$ cat config.mk
export PLATFORM = sky130hd
export DESIGN_NAME = writeback_unit
export DESIGN_NICKNAME = d
export VERILOG_FILES = /design/src/rtl/rv32_pkg.sv /design/src/rtl/load_align.sv /design/src/rtl/writeback_unit.sv
export SDC_FILE = /design/constraint.sdc
export NUM_CORES = 1
export LEC_CHECK = 0
export CORE_AREA = 2 2 104 106
export DETAILED_ROUTE_END_ITERATION = 16
export DIE_AREA = 0 0 106 108
export HOLD_SLACK_MARGIN = 0.15
export PLACE_DENSITY = 0.86
export RECOVER_POWER = 50
export SKIP_LAST_GASP = 1
export SLEW_MARGIN = 40
export SYNTH_ARGS = -nofsm -noshare
export SYNTH_HDL_FRONTEND = slang
export SYNTH_SLANG_ARGS = --single-unit
$ cat constraint.sdc
create_clock -name clk_in -period 1.9 [get_ports clk_in]
set_input_delay 0.38 -clock clk_in [delete_from_list [all_inputs] [get_ports clk_in]]
set_output_delay 0.38 -clock clk_in [all_outputs]
set_load 0.1 [all_outputs]
$ cat src/rtl/rv32_pkg.sv
// Shared RV32I core definitions used by the writeback stage.
//   XLEN          : integer datapath width
//   WB_SEL_*      : result-source select codes from the MEM stage
//   LOAD_F3_*     : load funct3 encodings
//   wb_state_t    : writeback FSM state encoding
//   is_load()     : true when the select code names the load path
package rv32_pkg;

  localparam int XLEN = 32;

  localparam logic [1:0] WB_SEL_ALU  = 2'b00;
  localparam logic [1:0] WB_SEL_LOAD = 2'b01;
  localparam logic [1:0] WB_SEL_PC4  = 2'b10;
  localparam logic [1:0] WB_SEL_CSR  = 2'b11;

  localparam logic [2:0] LOAD_F3_LB  = 3'b000;
  localparam logic [2:0] LOAD_F3_LH  = 3'b001;
  localparam logic [2:0] LOAD_F3_LW  = 3'b010;
  localparam logic [2:0] LOAD_F3_LBU = 3'b100;
  localparam logic [2:0] LOAD_F3_LHU = 3'b101;

  typedef enum logic [1:0] {
    WB_IDLE      = 2'b00,
    WB_WAIT_LOAD = 2'b01,
    WB_COMMIT    = 2'b10
  } wb_state_t;

  function automatic logic is_load(input logic [1:0] wb_sel);
    return (wb_sel == WB_SEL_LOAD);
  endfunction

endpackage

$ cat src/rtl/load_align.sv
// Combinational load data aligner.
//   f3         in  : load funct3
//   addr_lsb   in  : effective address bits [1:0]
//   rdata      in  : word-aligned data-memory read word
//   data       out : selected, sign/zero-extended load result
//   misaligned out : access is misaligned or funct3 is not a valid load
module load_align #(
  parameter int XLEN = rv32_pkg::XLEN
) (
  input  logic [2:0]      f3,
  input  logic [1:0]      addr_lsb,
  input  logic [XLEN-1:0] rdata,
  output logic [XLEN-1:0] data,
  output logic            misaligned
);
  import rv32_pkg::*;

  logic [7:0]  byte_s;
  logic [15:0] half_s;

  // Lane selection for byte and halfword accesses
  always_comb begin
    byte_s = rdata[7:0];
    case (addr_lsb)
      2'b00:   byte_s = rdata[7:0];
      2'b01:   byte_s = rdata[15:8];
      2'b10:   byte_s = rdata[23:16];
      2'b11:   byte_s = rdata[31:24];
      default: byte_s = rdata[7:0];
    endcase
    if (addr_lsb[1]) begin
      half_s = rdata[31:16];
    end else begin
      half_s = rdata[15:0];
    end
  end

  // Extension and misalignment decode; unused funct3 codes count as misaligned
  always_comb begin
    data       = rdata;
    misaligned = 1'b0;
    case (f3)
      LOAD_F3_LB: begin
        data = {{(XLEN-8){byte_s[7]}}, byte_s};
      end
      LOAD_F3_LBU: begin
        data = {{(XLEN-8){1'b0}}, byte_s};
      end
      LOAD_F3_LH: begin
        data       = {{(XLEN-16){half_s[15]}}, half_s};
        misaligned = addr_lsb[0];
      end
      LOAD_F3_LHU: begin
        data       = {{(XLEN-16){1'b0}}, half_s};
        misaligned = addr_lsb[0];
      end
      LOAD_F3_LW: begin
        data       = rdata;
        misaligned = (addr_lsb != 2'b00);
      end
      default: begin
        data       = rdata;
        misaligned = 1'b1;
      end
    endcase
  end

endmodule

$ cat src/rtl/writeback_unit.sv
// RV32I writeback stage: selects the retiring result, waits for load data,
// and drives a registered register-file write port.
//   clk_in / rst_in (async, active-low)
//   valid_in / ready_out          : MEM -> WB handshake
//   rd_addr_in, rd_wr_req_in,
//   wb_sel_in, load_f3_in         : instruction control
//   alu_result_in, pc_plus4_in,
//   csr_rdata_in                  : candidate results (alu_result_in is also the load address)
//   dmem_rdata_in, dmem_ack_in    : data-memory response
//   rd_addr_out, rd_out, wr_en_out: register-file write port
//   retire_out, misalign_out,
//   timeout_err_out               : single-cycle status pulses
module writeback_unit #(
  parameter int XLEN         = rv32_pkg::XLEN,
  parameter int LOAD_TIMEOUT = 255
) (
  input  logic            clk_in,
  input  logic            rst_in,
  input  logic            valid_in,
  output logic            ready_out,
  input  logic [4:0]      rd_addr_in,
  input  logic            rd_wr_req_in,
  input  logic [1:0]      wb_sel_in,
  input  logic [2:0]      load_f3_in,
  input  logic [XLEN-1:0] alu_result_in,
  input  logic [XLEN-1:0] pc_plus4_in,
  input  logic [XLEN-1:0] csr_rdata_in,
  input  logic [XLEN-1:0] dmem_rdata_in,
  input  logic            dmem_ack_in,
  output logic [4:0]      rd_addr_out,
  output logic [XLEN-1:0] rd_out,
  output logic            wr_en_out,
  output logic            retire_out,
  output logic            misalign_out,
  output logic            timeout_err_out
);
  import rv32_pkg::*;

  localparam int CNT_W = $clog2(LOAD_TIMEOUT + 1);
  // Value of the counter on the final permitted WAIT_LOAD cycle
  localparam logic [CNT_W-1:0] CNT_LAST = CNT_W'(LOAD_TIMEOUT - 1);

  wb_state_t         state_r, state_next_s;
  logic [CNT_W-1:0]  cnt_r, cnt_next_s;
  logic [2:0]        ld_f3_r, ld_f3_next_s;
  logic [1:0]        ld_lsb_r, ld_lsb_next_s;
  logic [4:0]        ld_rd_r, ld_rd_next_s;
  logic              ld_req_r, ld_req_next_s;

  logic              ready_r, ready_next_s;
  logic [4:0]        rd_addr_r, rd_addr_next_s;
  logic [XLEN-1:0]   rd_data_r, rd_data_next_s;
  logic              wr_en_r, wr_en_next_s;
  logic              retire_r, retire_next_s;
  logic              misalign_r, misalign_next_s;
  logic              timeout_r, timeout_next_s;

  logic              accept_s;
  logic [XLEN-1:0]   result_s;
  logic [2:0]        al_f3_s;
  logic [1:0]        al_lsb_s;
  logic [XLEN-1:0]   al_data_s;
  logic              al_mis_s;

  // Single aligner: captured load fields while waiting, live inputs otherwise
  assign al_f3_s  = (state_r == WB_WAIT_LOAD) ? ld_f3_r  : load_f3_in;
  assign al_lsb_s = (state_r == WB_WAIT_LOAD) ? ld_lsb_r : alu_result_in[1:0];

  load_align #(.XLEN(XLEN)) u_load_align (
    .f3         (al_f3_s),
    .addr_lsb   (al_lsb_s),
    .rdata      (dmem_rdata_in),
    .data       (al_data_s),
    .misaligned (al_mis_s)
  );

  assign accept_s = valid_in && (state_r != WB_WAIT_LOAD);

  // Non-load result source select
  always_comb begin
    result_s = alu_result_in;
    case (wb_sel_in)
      WB_SEL_ALU: result_s = alu_result_in;
      WB_SEL_PC4: result_s = pc_plus4_in;
      WB_SEL_CSR: result_s = csr_rdata_in;
      default:    result_s = alu_result_in;
    endcase
  end

  // Next-state, timeout counter and next output values
  always_comb begin
    state_next_s    = state_r;
    cnt_next_s      = {CNT_W{1'b0}};
    ld_f3_next_s    = ld_f3_r;
    ld_lsb_next_s   = ld_lsb_r;
    ld_rd_next_s    = ld_rd_r;
    ld_req_next_s   = ld_req_r;
    rd_addr_next_s  = rd_addr_r;
    rd_data_next_s  = rd_data_r;
    wr_en_next_s    = 1'b0;
    retire_next_s   = 1'b0;
    misalign_next_s = 1'b0;
    timeout_next_s  = 1'b0;
    case (state_r)
      WB_IDLE, WB_COMMIT: begin
        if (accept_s) begin
          if (is_load(wb_sel_in)) begin
            if (al_mis_s) begin
              // Retire immediately with a flag; memory is never consulted
              state_next_s    = WB_COMMIT;
              rd_addr_next_s  = rd_addr_in;
              retire_next_s   = 1'b1;
              misalign_next_s = 1'b1;
            end else begin
              state_next_s  = WB_WAIT_LOAD;
              ld_f3_next_s  = load_f3_in;
              ld_lsb_next_s = alu_result_in[1:0];
              ld_rd_next_s  = rd_addr_in;
              ld_req_next_s = rd_wr_req_in;
            end
          end else begin
            state_next_s   = WB_COMMIT;
            rd_addr_next_s = rd_addr_in;
            rd_data_next_s = result_s;
            wr_en_next_s   = rd_wr_req_in && (rd_addr_in != 5'd0);
            retire_next_s  = 1'b1;
          end
        end else begin
          state_next_s = WB_IDLE;
        end
      end
      WB_WAIT_LOAD: begin
        if (dmem_ack_in) begin
          state_next_s   = WB_COMMIT;
          rd_addr_next_s = ld_rd_r;
          rd_data_next_s = al_data_s;
          wr_en_next_s   = ld_req_r && (ld_rd_r != 5'd0);
          retire_next_s  = 1'b1;
        end else if (cnt_r == CNT_LAST) begin
          state_next_s   = WB_IDLE;
          timeout_next_s = 1'b1;
        end else begin
          cnt_next_s = cnt_r + CNT_W'(1);
        end
      end
      default: begin
        state_next_s = WB_IDLE;
      end
    endcase
    ready_next_s = (state_next_s != WB_WAIT_LOAD);
  end

  // State, captured load fields and registered outputs
  always_ff @(posedge clk_in or negedge rst_in) begin
    if (!rst_in) begin
      state_r    <= WB_IDLE;
      cnt_r      <= {CNT_W{1'b0}};
      ld_f3_r    <= 3'b000;
      ld_lsb_r   <= 2'b00;
      ld_rd_r    <= 5'd0;
      ld_req_r   <= 1'b0;
      ready_r    <= 1'b1;
      rd_addr_r  <= 5'd0;
      rd_data_r  <= {XLEN{1'b0}};
      wr_en_r    <= 1'b0;
      retire_r   <= 1'b0;
      misalign_r <= 1'b0;
      timeout_r  <= 1'b0;
    end else begin
      state_r    <= state_next_s;
      cnt_r      <= cnt_next_s;
      ld_f3_r    <= ld_f3_next_s;
      ld_lsb_r   <= ld_lsb_next_s;
      ld_rd_r    <= ld_rd_next_s;
      ld_req_r   <= ld_req_next_s;
      ready_r    <= ready_next_s;
      rd_addr_r  <= rd_addr_next_s;
      rd_data_r  <= rd_data_next_s;
      wr_en_r    <= wr_en_next_s;
      retire_r   <= retire_next_s;
      misalign_r <= misalign_next_s;
      timeout_r  <= timeout_next_s;
    end
  end

  assign ready_out       = ready_r;
  assign rd_addr_out     = rd_addr_r;
  assign rd_out          = rd_data_r;
  assign wr_en_out       = wr_en_r;
  assign retire_out      = retire_r;
  assign misalign_out    = misalign_r;
  assign timeout_err_out = timeout_r;

endmodule

# After elaboration in Yosys (flattened, before gate mapping)
# Index checks and enable logic that the tools add are counted.
# totals
register_bits	63
input_bits	143
output_inout_bits	42
# op_classes
addsub	1
n_eq_ne	19
muxes	40
bitwise_logic	1
reduce_logical	16
# op_table
cell	n
32-bit one-hot mux with 2 select lines	2
32-bit one-hot mux with 4 select lines	1
32-bit two-way mux	3
8-bit one-hot mux with 4 select lines	1
8-bit two-way mux	3
5-bit two-way mux	4
16-bit two-way mux	1
1-bit two-way mux	13
2-bit two-way mux	6
4-bit AND reduction	3
2-bit == test (second input constant)	5
5-bit one-hot mux with 2 select lines	1
5-bit nonzero test	2
8-bit by 1-bit adder with 8-bit output (second input constant)	1
8-bit == test (second input constant)	1
2-bit by 1-bit == test with 1-bit output (second input constant)	3
3-bit == test (second input constant)	2
2-bit != test (second input constant)	3
2-bit OR reduction	3
2-bit zero test	2
2-bit by 1-bit != test with 1-bit output (second input constant)	2
1-bit one-hot mux with 2 select lines	2
2-bit one-hot mux with 2 select lines	1
2-bit nonzero test	2
8 further kinds	10

# Depth between registers and ports, before layout
# depth
word_depth	10
depth_mapped	7
mapped_depth_nobuf	5

# Cells and area by module
# Synthesis repeated with hierarchy kept, for this count alone.
# unflattened
cells_unflattened	499
hier_area_um2	4576.9
# by_module_without_submodules
mod	n_inst	cells_each	area_each_um2
writeback_unit	1	374	3694.8
load_align	1	125	882.1

# Worst setup path before layout
# Ideal clock, no wire load.
# synth_path
kind	reg-to-reg
from	reg state_r[0]
to	reg ld_f3_r[2]
setup_ns	0.125
arrival_ns	1.797
required_ns	1.775
slack_ns	-0.021
path_stages_with_launch	6
n_path_buf	1
synth_period_minus_slack_ns	1.921
path_cell_list	dfrtp_1 nor2b_1 nor3_1 nor4b_4 buf_4 mux2_2
# synth_via
elab_chain_len	7
# synth_rtl
element	line_no	source
start, declared	writeback_unit.sv:43	wb_state_t state_r, state_next_s;
start signal, assigned	writeback_unit.sv:170	state_r <= state_next_s;
2-bit by 1-bit == test with 1-bit output	writeback_unit.sv:66, writeback_unit.sv:67	
3-bit two-way mux	writeback_unit.sv:66	assign al_f3_s = (state_r == WB_WAIT_LOAD) ? ld_f3_r : load_f3_in;
3-bit by 1-bit == test with 1-bit output, or another cell as far along	load_align.sv:42	case (f3)
2-bit OR reduction (no line)	--	
1-bit one-hot mux with 3 select lines	load_align.sv:42	
1-bit NOT (no line)	--	
4-bit AND reduction (no line) (*)	--	
end signal, assigned	writeback_unit.sv:172	ld_f3_r <= ld_f3_next_s;
end, declared	writeback_unit.sv:45	logic [2:0] ld_f3_r, ld_f3_next_s;
# Every way passes the cells marked *; elsewhere a longest branch is shown, timed or not.
# A chain may end at the register's enable or synchronous reset.

# Worst setup path after layout
# layout_path
from	in alu_result_in[0]
to	reg ld_req_r
# layout_via
elab_chain_len	5
# layout_rtl
element	line_no	source
start, declared	writeback_unit.sv:25	input logic [XLEN-1:0] alu_result_in,
2-bit two-way mux (*)	writeback_unit.sv:67	assign al_lsb_s = (state_r == WB_WAIT_LOAD) ? ld_lsb_r : alu_result_in[1:0];
2-bit nonzero test	load_align.sv:59	misaligned = (addr_lsb != 2'b00);
1-bit one-hot mux with 3 select lines (*)	load_align.sv:42	
1-bit NOT (no line) (*)	--	
4-bit AND reduction (no line) (*)	--	
end signal, assigned	writeback_unit.sv:175	ld_req_r <= ld_req_next_s;
end, declared	writeback_unit.sv:48	logic ld_req_r, ld_req_next_s;
# Marks and branches as above.

==> qor.yml <==
detailed_routing:
  via_per_inst: 5.335
  wire_per_inst_um: 18.13
  wl_mm: 13.76
  ant_nets: 0
  drtIter0Drc: 256
  drc: 0
  num_vias: 4049
  drtPass1Iterations: 4
yosys:
  synth_commonest_cells: "dfrtp_1 (62), a21oi_1 (60), mux2i_1 (41)"
  avgSynthCellArea_um2: 9.344
  syn-cell-area_um2: 3756
  yosysMostFrequentCell: "dfrtp_1"
  synth_edf_count: 0
  ys_seq_area_share_pct: 42.01
  synth_nets: 547
  yosysWarnings: 0
  netlist_instances: 402
  synth_top_area_share_pct: 41.31
  synthArstFlopShare_pct: 100.0
  netlist_top_cells_area: "dfrtp_1 (41%), mux2i_1 (11%), a21oi_1 (8.0%), o22ai_1 (5.0%), nor2_1 (4.0%)"
  ys_types: 47
  yosys.area.top_type: "dfrtp_1"
  synthFlopType: "dfrtp_1"
  synth_seq_cells: 63
setup_path:
  critical_path_class: "in2reg"
  cp-end-kind: "flip-flop"
  rr_endpoint: "rd_out[29]"
  path_max_fanout: 7
  reg2reg_depth: 6
  crit_arrival_ns: 2.08
  critPathLaunchType: "input port"
  reg2reg_from: "state_r[1]"
  slowest_stage: "clkdlybuf4s50_1"
  required_ns: 2.12
  worstPathCellList: "clkdlybuf4s50_1 -> nor4_2 -> nor3_2 -> nor4b_4 -> buf_4 -> mux2_2"
  max_stage_delay_ns: 0.48
  critical_path_buf_inv_count: 2
  cpLargestDelayFamily: "buffers and inverters"
  cp_num_cells: 6
  r2r_slack_ns: 0.05
global_routing:
  grt.total_usage_pct: 23.43
  grt_overflow: 0
  antenna_found_initial: 0
  grt_pass1_vias: 4257
  gr-usage-met2_pct: 43.00
  grt_max_degree: 59
  busiest_layer: "met2"
  met1_usage_pct: 26.20
  met3_usage_pct: 5.546
  grt_pass1_wl_mm: 20.98
floorplan:
  fp-row-count: 37
  fp.coreArea_um2: 10230
  die_w_um: 106
  start_util_pct: 36.71
  die_h_um: 108
  ioPinCount: 185
  die-area_um2: 11450
cts:
  insertion_delay_ns: 0.34
  cts_buffer_depth: 2
  cts_root_buffer: "clkbuf_8"
  cts_tree: "done"
  numCtsBuffers: 9
  clock_sinks: 63
  htreeDepth: 3
  cts.clk_slew.worst_paths_ns: 0.07
power_and_ir_drop:
  comb_power_share_pct: 47.3
  p_sw_share_pct: 44.60
  ir_worst_vdd_mv: 0.4646
  p_leak_nw: 2.637
  p_switching_mw: 2.437
  clkPwrFrac_pct: 21.1
  total_power_mw: 5.463
  power_density_nw_per_um2: 891.2
  internal-power_mw: 3.026
  p_seq_share_pct: 31.6
layout:
  layout.cells.non_filler: 759
  seqCellArea_um2: 1579
  fin_util_pct: 59.91
  final_area_um2: 6130
  areaGrowthSynthToFinish_pct: 63.19
  antenna_cells: 0
  multi_input_area_um2: 2093
  fillCellCount: 871
  layout.nets: 763
  final_layout_size_suffix_gt1_share_pct: 22.79
timing:
  worst_slack_ns: 0.03952
  tightest_slew_ns: 0.6883
  fin_skew_ns: 0.008289
  period_share_pct: 97.92
  setup_viol_count_final: 0
  period_minus_slack_ns: 1.860
  rsz0062_at_grt: "true"
  fmax_mhz: 537.5
  report.final.slew_viol_count: 0
  setup_total_negative_slack_ns: 0
  timing.hold.ws_ns: 0.4983
  hold_violations: 0
  relSlewSlack_pct: 54.12
min_path:
  worstHoldPathType: "reg2reg"
  min_from: "rd_out[0]"
  holdPathEnd: "rd_out[0]"
  min_path_cells: 2
placed_design:
  placed_cell_area_um2: 6083
  place.port_buffers: 184
  placed_cells: 739
  dp_hpwl_mm: 10.63
  pre_cts_slack_ns: -0.3709
  gp_congestion: 0.8291
job:
  cap_violations: 0
outcome:
  status: "completed"
-- layout by cell type, fill, tap and decap left out, drive strengths merged, types with 6 or more instances in the layout --
cell type	netlist	routed
mux2i	42	42
dfrtp	62	62
o221ai	7	7
a21oi	71	71
nor2	40	40
buf	11	70
inv	11	11
a22oi	7	7
nand2	34	34
a211oi	6	6
o22ai	30	30
clkbuf	14	31
mux2	11	11
clkdlybuf4s50	0	139
-- power groups by stage --
stage                     Sequential (mW)  Combinational [mW]  Clock, mW
after floorplan                      2.77               0.636          0
after global placement               1.76                2.68          0
after detailed placement             1.77                2.74          0
after CTS                            1.75                2.74       1.18
after global routing                 1.75                2.70       1.24
final                                1.73                2.58       1.15
-- tightest hold or removal path: cells and delay by family, from the launching register on --
| kind | cells | cell delay (ns) |
|---|---|---|
| compound gates | 1 | 0.06 |
| simple gates | 1 | 0.06 |
| flops | 1 | 0.34 |
-- cell families (layout without fill, tap and decap cells) --
| logic type | count (synthesis) | in the layout | synth area share (%) |
|---|---|---|---|
| compound gates | 136 | 137 | 22.85 |
| xor+xnor | 6 | 6 | 1.399 |
| fa+ha+maj | 2 | 2 | 0.6661 |
| buf+inv | 36 | 256 | 4.297 |
| flops | 63 | 63 | 42.01 |
| mux | 54 | 54 | 15.42 |
| simple gates | 105 | 105 | 13.36 |
-- layout make-up --
type,count,share of cell area (%)
sequential,63,25.76
clock inverter,4,0.7348
inverter,11,0.6736
clock buffer,12,2.368
multi-input combinational,304,34.15
tap,136,2.776
timing repair buffer,229,33.54
-- state kept, by name, summed over array words and instances, names as in the netlist --
| register | flops |
|---|---|
| rd_out | 32 |
| cnt_r | 8 |
| ld_rd_r | 5 |
| rd_addr_out | 5 |
| ld_f3_r | 3 |
| ld_lsb_r | 2 |
| state_r | 2 |
| ld_req_r | 1 |
| misalign_out | 1 |
| ready_out | 1 |
| retire_out | 1 |
| timeout_err_out | 1 |
| wr_en_out | 1 |
-- how the worst max path moves through the flow --
stage,start,to,slack (ns)
after detailed placement,load_f3_in[0],ld_req_r,-0.37
after global routing,alu_result_in[0],ld_rd_r[1],-0.04
final,alu_result_in[0],ld_req_r,0.04
after global placement,load_f3_in[0],ld_rd_r[1],-0.31
after CTS,load_f3_in[0],rd_out[29],-0.01
after floorplan,state_r[0],ld_f3_r[2],0.08
-- what timing repair did --
item                                    in CTS  in global routing
endpoints found under the setup margin       8                 29
pin swaps                                    1                  3
gates resized for setup                      3                 10
gates cloned                                 0                  1
hold endpoints to repair                    10                  0
buffers inserted                             0                  2
hold buffers                                 1                  0
-- layer usage --
metal	routed length [µm]	up-vias
met5	0	-
met4	357	0
met3	1053	31
met2	7016	163
met1	5337	1929
li1	-	1926
Power figures use the tool's default switching activity.
